### src/rtl/mem_in_pkg.sv
// Shared types and constants for the memory-mapped input slice.
package mem_in_pkg;

    // Default bus geometry
    localparam int unsigned DEF_AW = 15;
    localparam int unsigned DEF_DW = 16;

    // Register offsets from the slice base address
    localparam int unsigned LEVEL_OFS = 0;
    localparam int unsigned EDGE_OFS  = 1;

    // Which accepted level transitions set the sticky edge register
    typedef enum logic [1:0] {
        EDGE_RISE = 2'd0,
        EDGE_FALL = 2'd1,
        EDGE_BOTH = 2'd2
    } edge_mode_t;

endpackage : mem_in_pkg

### src/rtl/in_debounce.sv
// Single-bit debouncer: accepts a new level only after DEB_CYCLES
// consecutive cycles of disagreement with the current level.
module in_debounce #(
    parameter int unsigned DEB_CYCLES = 4
) (
    input  logic clk50m,
    input  logic rst,
    input  logic d,
    output logic q,
    output logic chg
);

    localparam int unsigned CW      = $clog2(DEB_CYCLES) + 1;
    localparam logic [CW-1:0] CNT_MAX = CW'(DEB_CYCLES - 1);

    logic          q_q;
    logic          q_d;
    logic [CW-1:0] cnt_q;
    logic [CW-1:0] cnt_d;

    // Count disagreeing cycles; take the new level when the run is long enough
    always_comb begin
        q_d   = q_q;
        cnt_d = '0;
        chg   = 1'b0;
        if (d != q_q) begin
            if (cnt_q == CNT_MAX) begin
                q_d = d;
                chg = 1'b1;
            end else begin
                cnt_d = cnt_q + CW'(1);
            end
        end
    end

    // Level and run-length registers
    always_ff @(posedge clk50m) begin
        if (rst) begin
            q_q   <= 1'b0;
            cnt_q <= '0;
        end else begin
            q_q   <= q_d;
            cnt_q <= cnt_d;
        end
    end

    assign q = q_q;

endmodule : in_debounce

### src/rtl/mem_in_slice.sv
// Memory-mapped input port: synchronized (optionally debounced) pin level
// at ADDRESS and a sticky, read-to-clear edge register at ADDRESS+1.
// Build option: define MEM_IN_DEBOUNCE_EN to insert per-bit debouncers;
// otherwise the level register follows the synchronizer every cycle.
module mem_in_slice
    import mem_in_pkg::*;
#(
    parameter int unsigned   AW         = DEF_AW,
    parameter int unsigned   DW         = DEF_DW,
    parameter logic [AW-1:0] ADDRESS    = 15'h7100,
    parameter edge_mode_t    EDGE_MODE  = EDGE_RISE,
    parameter int unsigned   DEB_CYCLES = 4
) (
    input  logic          clk50m,
    input  logic          rst,
    input  logic [AW-1:0] addr,
    input  logic          re,
    input  logic [DW-1:0] pins_i,
    output logic [DW-1:0] data_out,
    output logic          hit,
    output logic          irq
);

    localparam logic [AW-1:0] LEVEL_ADDR = ADDRESS + AW'(LEVEL_OFS);
    localparam logic [AW-1:0] EDGE_ADDR  = ADDRESS + AW'(EDGE_OFS);

    // A zero debounce length is meaningless; leave a visible marker in the hierarchy
    if (DEB_CYCLES < 1) begin : g_deb_cycles_invalid
    end

    logic [DW-1:0] sync1_q;
    logic [DW-1:0] sync1_d;
    logic [DW-1:0] sync2_q;
    logic [DW-1:0] sync2_d;
    logic [DW-1:0] edge_q;
    logic [DW-1:0] edge_d;
    logic          irq_q;
    logic          irq_d;

    logic [DW-1:0] level;   // accepted pin level
    logic [DW-1:0] upd;     // per-bit pulse in the cycle the level is replaced
    logic [DW-1:0] change;  // update pulses qualified by the edge mode
    logic          clr;

    // Two-flop synchronizer, no logic between the stages
    always_comb begin
        sync1_d = pins_i;
        sync2_d = sync1_q;
    end

    // Synchronizer registers
    always_ff @(posedge clk50m) begin
        if (rst) begin
            sync1_q <= '0;
            sync2_q <= '0;
        end else begin
            sync1_q <= sync1_d;
            sync2_q <= sync2_d;
        end
    end

`ifdef MEM_IN_DEBOUNCE_EN
    // One debouncer per pin
    for (genvar i = 0; i < int'(DW); i++) begin : g_deb
        in_debounce #(
            .DEB_CYCLES (DEB_CYCLES)
        ) u_deb (
            .clk50m (clk50m),
            .rst    (rst),
            .d      (sync2_q[i]),
            .q      (level[i]),
            .chg    (upd[i])
        );
    end
`else
    logic [DW-1:0] level_q;
    logic [DW-1:0] level_d;

    // Without debouncing the level simply tracks the synchronizer output
    always_comb begin
        level_d = sync2_q;
        upd     = sync2_q ^ level_q;
    end

    // Level register
    always_ff @(posedge clk50m) begin
        if (rst) begin
            level_q <= '0;
        end else begin
            level_q <= level_d;
        end
    end

    assign level = level_q;
`endif

    // Qualify updates by direction; the new level equals sync2 in an update cycle
    always_comb begin
        change = '0;
        case (EDGE_MODE)
            EDGE_RISE: change = upd & sync2_q;
            EDGE_FALL: change = upd & ~sync2_q;
            default:   change = upd;
        endcase
    end

    // Sticky edges with read-to-clear; a same-cycle new edge survives the clear
    always_comb begin
        clr    = re && (addr == EDGE_ADDR);
        edge_d = (edge_q & ~{DW{clr}}) | change;
        irq_d  = |edge_d;
    end

    // Edge and interrupt registers
    always_ff @(posedge clk50m) begin
        if (rst) begin
            edge_q <= '0;
            irq_q  <= 1'b0;
        end else begin
            edge_q <= edge_d;
            irq_q  <= irq_d;
        end
    end

    // Read decode, combinational from the registers
    always_comb begin
        data_out = '0;
        hit      = 1'b0;
        if (addr == LEVEL_ADDR) begin
            data_out = level;
            hit      = 1'b1;
        end else if (addr == EDGE_ADDR) begin
            data_out = edge_q;
            hit      = 1'b1;
        end
    end

    assign irq = irq_q;

endmodule : mem_in_slice

### config.mk
export PLATFORM = sky130hd
export DESIGN_NAME = mem_in_slice
export DESIGN_NICKNAME = d
export VERILOG_FILES = /design/src/rtl/mem_in_pkg.sv /design/src/rtl/in_debounce.sv /design/src/rtl/mem_in_slice.sv
export SDC_FILE = /design/constraint.sdc
export NUM_CORES = 1
export LEC_CHECK = 0
export CAP_MARGIN = 20
export CORE_ASPECT_RATIO = 1.75
export CORE_MARGIN = 4
export CORE_UTILIZATION = 44
export DETAILED_ROUTE_END_ITERATION = 8
export PLACE_DENSITY = 0.7
export SKIP_CTS_REPAIR_TIMING = 1
export SLEW_MARGIN = 20
export SYNTH_ARGS = -nofsm -noshare
export SYNTH_HDL_FRONTEND = slang
export SYNTH_HIERARCHICAL = 1
export SYNTH_SLANG_ARGS = --single-unit
### constraint.sdc
create_clock -name clk50m -period 1.9 [get_ports clk50m]
set_input_delay 0.285 -clock clk50m [delete_from_list [all_inputs] [get_ports clk50m]]
set_output_delay 0.285 -clock clk50m [all_outputs]
set_load 0.05 [all_outputs]
==> summary by stage <==
Run status
The flow ran to the end, but the final reports show violations. The checks that failed: setup timing.

Worst setup path
The end of the worst register-to-register path is irq. The worst register-to-register path has a setup slack of 0.72 ns. For the worst setup path, the data required time is between 1.5 and 2 ns. For the worst flop-to-flop path, the logic depth is 4.

At the worst endpoint, the arrival time is 1.70 ns. The top fanout value on the critical path is 8. The worst setup path is launched from an input pin. In this run the critical register-to-register path is launched from edge_q[11].

The critical path is of the in2out type. The kind of capture point of the worst setup path is an output pin.

Placement
Detailed placement ended at an HPWL of 2950 um. The cell area after placement is 3140 um2. Once placement completed, the tool counted placed cells totaling 322. The number of input and output port buffers inserted is 51.

The congestion estimate from routability-driven global placement came to 0.683.

Floorplan
The floorplan die width is 63.1 um. For this configuration, the core starts out at a cell density of 0.462. In this run the vertical extent of the chip is 104 um.

The number of standard-cell rows in the floorplan is 34. The die footprint is 6590 um2. The core region area is between 5000 and 6000 um2.

The top-level port count is 52.

Logic synthesis
The cell accounting for the most synthesized area is dfxtp_1. A synthesized cell averages 10.3 um2. The synthesized instance count is 226.

The number of unique standard cell types used by synthesis is 21. The synthesis warning total is 6. Synthesis produced a netlist with a net count of 260. Of the post-synthesis cell area, the dominant cell type holds 0.556. The register area share after synthesis is 0.556. The flop and latch count out of synthesis is 65. The synthesized netlist occupies a cell area of ~2300 um2. In the post-synthesis netlist, the biggest area contributors are dfxtp_1 (56%), nor2b_1 (13%), mux2i_1 (6.8%), nand2b_1 (4.3%), a21oi_2 (3.7%).

Routing
For this block, the initial DRC count from the detailed router was 31. The routed design uses ~2200 um of met2 wire. The final routed wire length divided by cell count is 11.9 um. After detailed routing, the wire length on met1 is 1570 um. The routed wire length is 4040 um.

Summing over every cut layer, the via total after detailed routing is 1,602. The count of unresolved DRC violations after routing is 0. Using the TritonRoute via totals, the vias-per-cell ratio works out to around 4.7. The highest layer touched by signal routing is met4. The sum of met3 wire segment lengths after detailed routing is 182 um.

The first TritonRoute pass finished after 4 iterations. The detail route stage leaves a number of antenna-violating nets equal to 0.

CTS
TritonCTS built the clock tree. Counting along the longest clock path gives a buffer depth of 2. The number of buffers created by CTS is 9.

For the worst-skew pair, the clock arrives at the later sink with an insertion delay of ~0.32 ns. The sink count of the clock tree is 65. The deepest level of the CTS H-tree is 3. The register clock-pin slew on the reported worst setup and hold paths is 0.06 ns. The cell chosen for the clock root is clkbuf_8.

Power and ir drop
Power spread over the standard cell area amounts to 765 nW/um2. For this design the static power due to leakage is between 1 and 1.5 nW. The worst ir drop on vdd is 637 uV.

Timing
Across all setup checks in the final design, the least slack found is -0.0811 ns. The worst-margin pin slew is 0.493 ns. Based on the critical path, the design can be clocked at up to about 500 MHz.

The final max-slew violation count came to 0. The final-report setup violation count is 17. The part of the cycle the worst path needs is 1.04.

The hold slack is between 0.3 and 0.4 ns. The final total negative setup slack is -0.694 ns. The max-slew headroom at the worst pin is 0.671. The final worst clock skew is around 0.0031 ns. Setup repair after global routing could not meet its margin everywhere. The final count of hold timing violations is 0. The routed design could run at a clock period as short as 1.98 ns.

Finish
The final instance area is between 3000 and 4000 um2. Leaving out fill and tap cells, the most frequent cell in the layout is dfxtp_1. For this run, the post-layout net count is 315. The ratio of cells with drive above 1 in the final layout is 0.285. Relative to the synthesized area, the layout overhead comes to 47.6%.

The count of inserted antenna diode cells is 0. Once layout is complete, the cells apart from fillers number 338. Leaving out fill and tap cells, the most frequent cells in the layout are dfxtp_1 (65), nor2b_1 (48), clkdlybuf4s50_1 (21), buf_12 (20), nor2_4 (17).

Global routing
The number of global-route vias before repair was between 1,500 and 2,000. The global-route wire length before repair is approximately 6600 um. The number of antenna violations at the first check in global routing is 0. Entering global routing, the biggest net connects 44 pins.

For this run the aggregate overflow at the end of global routing stands at 0. Across every metal layer, demand over resource in global routing totals 0.130.

Job
Max-cap violations in this run came to 0.

Min path
The worst hold path endpoint is sync1_q[15]. The startpoint identified for the worst hold timing path is rst. The number of cells on the worst hold path is 2. The path type of the worst min-delay path is in2reg.
cell type report:
class / count / area, um2
fill: 368 / 1610
sequential: 65 / 1300
multi-input combinational: 148 / 1120
timing repair buffer: 56 / 800
clock buffer: 14 / 163
tap: 54 / 67.6
inverter: 1 / 3.75
critical path: stages:
cell	delay, ns
buf_6	0.09
or4bb_4	0.55
nor3_4	0.20
nand2_4	0.11
clkbuf_16	0.19
nor2_4	0.12
buf_12	0.14
power by group:
| group | internal (mW) | switching (mW) |
|---|---|---|
| Clock | 0.532 | 0.428 |
| Sequential | 1.42 | 0.0282 |
| Combinational | 0.130 | 0.0982 |
cell families (layout without fill, tap and decap cells):
kind of cell           count (synthesis)  in the layout  synth area share
flip-flops                            65             65             0.556
buffers and inverters                 13             71            0.0316
multiplexers                          16             16            0.0685
AND/OR/NAND/NOR                      115            115             0.291
AO/OA/AOI/OAI                         17             17            0.0524
synthesized netlist by cell type:
| cell | number |
|---|---|
| or4_4 | 2 |
| nand2_2 | 10 |
| buf_12 | 1 |
| nand2_1 | 8 |
| nor4_1 | 5 |
| dfxtp_1 | 65 |
| buf_1 | 1 |
| nand4bb_1 | 1 |
| inv_1 | 1 |
| mux2i_1 | 16 |
| nor3_1 | 1 |
| a21oi_1 | 7 |
| nand2b_1 | 16 |
| buf_2 | 1 |
| nand4_1 | 5 |
| or4bb_1 | 2 |
| nor2_1 | 17 |
| clkbuf_1 | 8 |
| nor2b_1 | 48 |
| a21oi_2 | 10 |
| buf_6 | 1 |
metrics by stage:
stage | utilization | setup slack (ns) | total power, mW
floorplan | - | -0.165 | 1.61
CTS | 0.652 | -0.465 | 2.67
global placement | 0.620 | -0.418 | 1.70
global route | 0.682 | -0.148 | 2.77
finish | 0.682 | -0.0811 | 2.64
detailed placement | 0.620 | -0.458 | 1.71
worst max-delay path by stage:
| stage | end | cells after the start | slack [ns] | start |
|---|---|---|---|---|
| floorplan | data_out[0] | 4 | -0.16 | addr[9] |
| CTS | data_out[2] | 7 | -0.47 | addr[12] |
| global route | data_out[13] | 7 | -0.15 | addr[9] |
| finish | data_out[13] | 7 | -0.08 | addr[9] |
| global placement | data_out[0] | 7 | -0.42 | addr[12] |
| detailed placement | data_out[2] | 7 | -0.46 | addr[12] |
state kept, by name, indices dropped and copies added (netlist names):
signal / cells
level: 16
level_d: 16
edge_q: 16
irq: 1
sync1_q: 16
per-layer routing:
| metal | track usage | vias to the layer above |
|---|---|---|
| met5 | 0 | - |
| met4 | 0.0711 | 0 |
| met3 | 0.0411 | 9 |
| met2 | 0.230 | 32 |
| met1 | 0.133 | 710 |
| li1 | - | 851 |
No activity file was read; power rests on OpenSTA's default activity.
==> patch (same settings) <==
`DEF_DW`: 16 -> 24.
--- a/src/rtl/mem_in_pkg.sv
+++ b/src/rtl/mem_in_pkg.sv
@@ -3,7 +3,7 @@
 
     // Default bus geometry
     localparam int unsigned DEF_AW = 15;
-    localparam int unsigned DEF_DW = 16;
+    localparam int unsigned DEF_DW = 24;
 
     // Register offsets from the slice base address
     localparam int unsigned LEVEL_OFS = 0;
Interface: changed (resized data_out and pins_i); port bits go from 52 to 68. The function was not compared with the original's and may differ.
==> patch against the original RTL <==
Clock power rose by 100%; sequential cell count rose by 32; synthesized area rose by 45%; synthesized cell count rose by 48%; wire length rose by 91%; power rose by 68%; non-clock buffer count rose by 26; sequential power rose by 50%; cell area rose by 51%; highest routed layer unchanged; setup slack improved by 0.15 ns; count of clock-buffer cells in the layout fell by 2; largest cell class unchanged.
==> patch: results (changes against the original RTL) <==
{
  "dp_slack": {"value": -0.216, "unit": "ns", "change": "was -0.458 ns"},
  "route.final.wire_length": {"value": 7710, "unit": "um", "change": "was 4040 um"},
  "postSynthAreaPerCell": {"value": 10.1, "unit": "sq um", "change": "was 10.3 sq um"},
  "port_buffers": {"value": 67, "change": "was 51"},
  "worst_clock_skew": {"value": 0.00464, "unit": "ns", "change": "was 0.00306 ns"},
  "worst_tran_pin_value": {"value": 0.491, "unit": "ns", "change": "was 0.493 ns"},
  "static-leakage-power": {"value": 2.01, "unit": "nW", "change": "was 1.38 nW"},
  "drt-wirelength-per-cell": {"value": 15.4, "unit": "um", "change": "was 11.9 um"},
  "p_switching": {"value": 0.908, "unit": "mW", "change": "was 0.554 mW"},
  "holdPathStages": {"value": 1, "change": "was 2"},
  "min_delay_worst_endpoint": {"value": "level_d[9]", "change": "was sync1_q[15]"},
  "syn_nets": {"value": 376, "change": "was 260"},
  "holdCritPathClass": {"value": "register to register", "change": "was input port to register"},
  "gp_routability_congestion": {"value": 0.763, "change": "was 0.683"},
  "setup.reg_to_reg.worst_slack": {"value": 0.63, "unit": "ns", "change": "was 0.72 ns"},
  "drive_above_1_share": {"value": 0.248, "change": "was 0.285"},
  "cp_slowest_cell": {"value": "nor4_4", "change": "was or4bb_4"},
  "timing.critical_path.to": {"value": "data_out[19]", "change": "was data_out[13]"},
  "num_vias": {"value": 2521, "change": "was 1602"},
  "track_usage": {"value": 0.149, "change": "was 0.130"},
  "critical_path_maximum_fanout": {"value": 4, "change": "was 8"},
  "placed_cell_count": {"value": 475, "change": "was 322"},
  "r2r_start": {"value": "edge_q[22]", "change": "was edge_q[11]"},
  "power_density": {"value": 855, "unit": "mW/mm^2", "change": "was 765 mW/mm^2"},
  "synth_top_cells_by_area": {"value": "dfxtp_1 (57%), nor2b_1 (13%), mux2i_1 (7.1%)", "change": "was dfxtp_1 (56%), nor2b_1 (13%), mux2i_1 (6.8%)"},
  "yosysSeqAreaShare": {"value": 0.574, "change": "was 0.556"},
  "drt_first_iter_violations": {"value": 204, "change": "was 31"},
  "outcome": {"value": "finished, final reports clean", "change": "was finished, violations left"},
  "worst-endpoint-arrival": {"value": 1.55, "unit": "ns", "change": "was 1.70 ns"}
}
[patch: cell types whose count changed after synthesis, sizes merged, moves of 8 or more]
cell / before / now
dfxtp: 65 / 97
nor2b: 48 / 73
o21ai: 0 / 24
nand2: 18 / 2
mux2i: 16 / 24
nand2b: 16 / 24
nor2: 17 / 25
[patch: cell families (layout without fill, tap and decap cells)]
logic type,count (synthesis),count (layout),synth area share
flip-flops,97,97,0.574
AO/OA/AOI/OAI,50,50,0.0747
multiplexers,24,24,0.0710
buffers and inverters,21,99,0.0318
AND/OR/NAND/NOR,142,142,0.249
[patch: per-layer routing]
metal,up-vias,part of all wire,GRT usage
met4,0,0.032,0.0768
met3,14,0.067,0.0372
met5,-,0,0
met2,95,0.56,0.269
li1,1255,-,-
met1,1157,0.34,0.155
[patch: area by class of cell]
cell class	instances	area, sq um
repair buffers	82	1190
fillers	533	2320
clock buffers	12	256
well taps	88	110
clock inverters	4	75.1
multi-input cells	216	1620
inverters	1	3.75
flip-flops and latches	97	1940
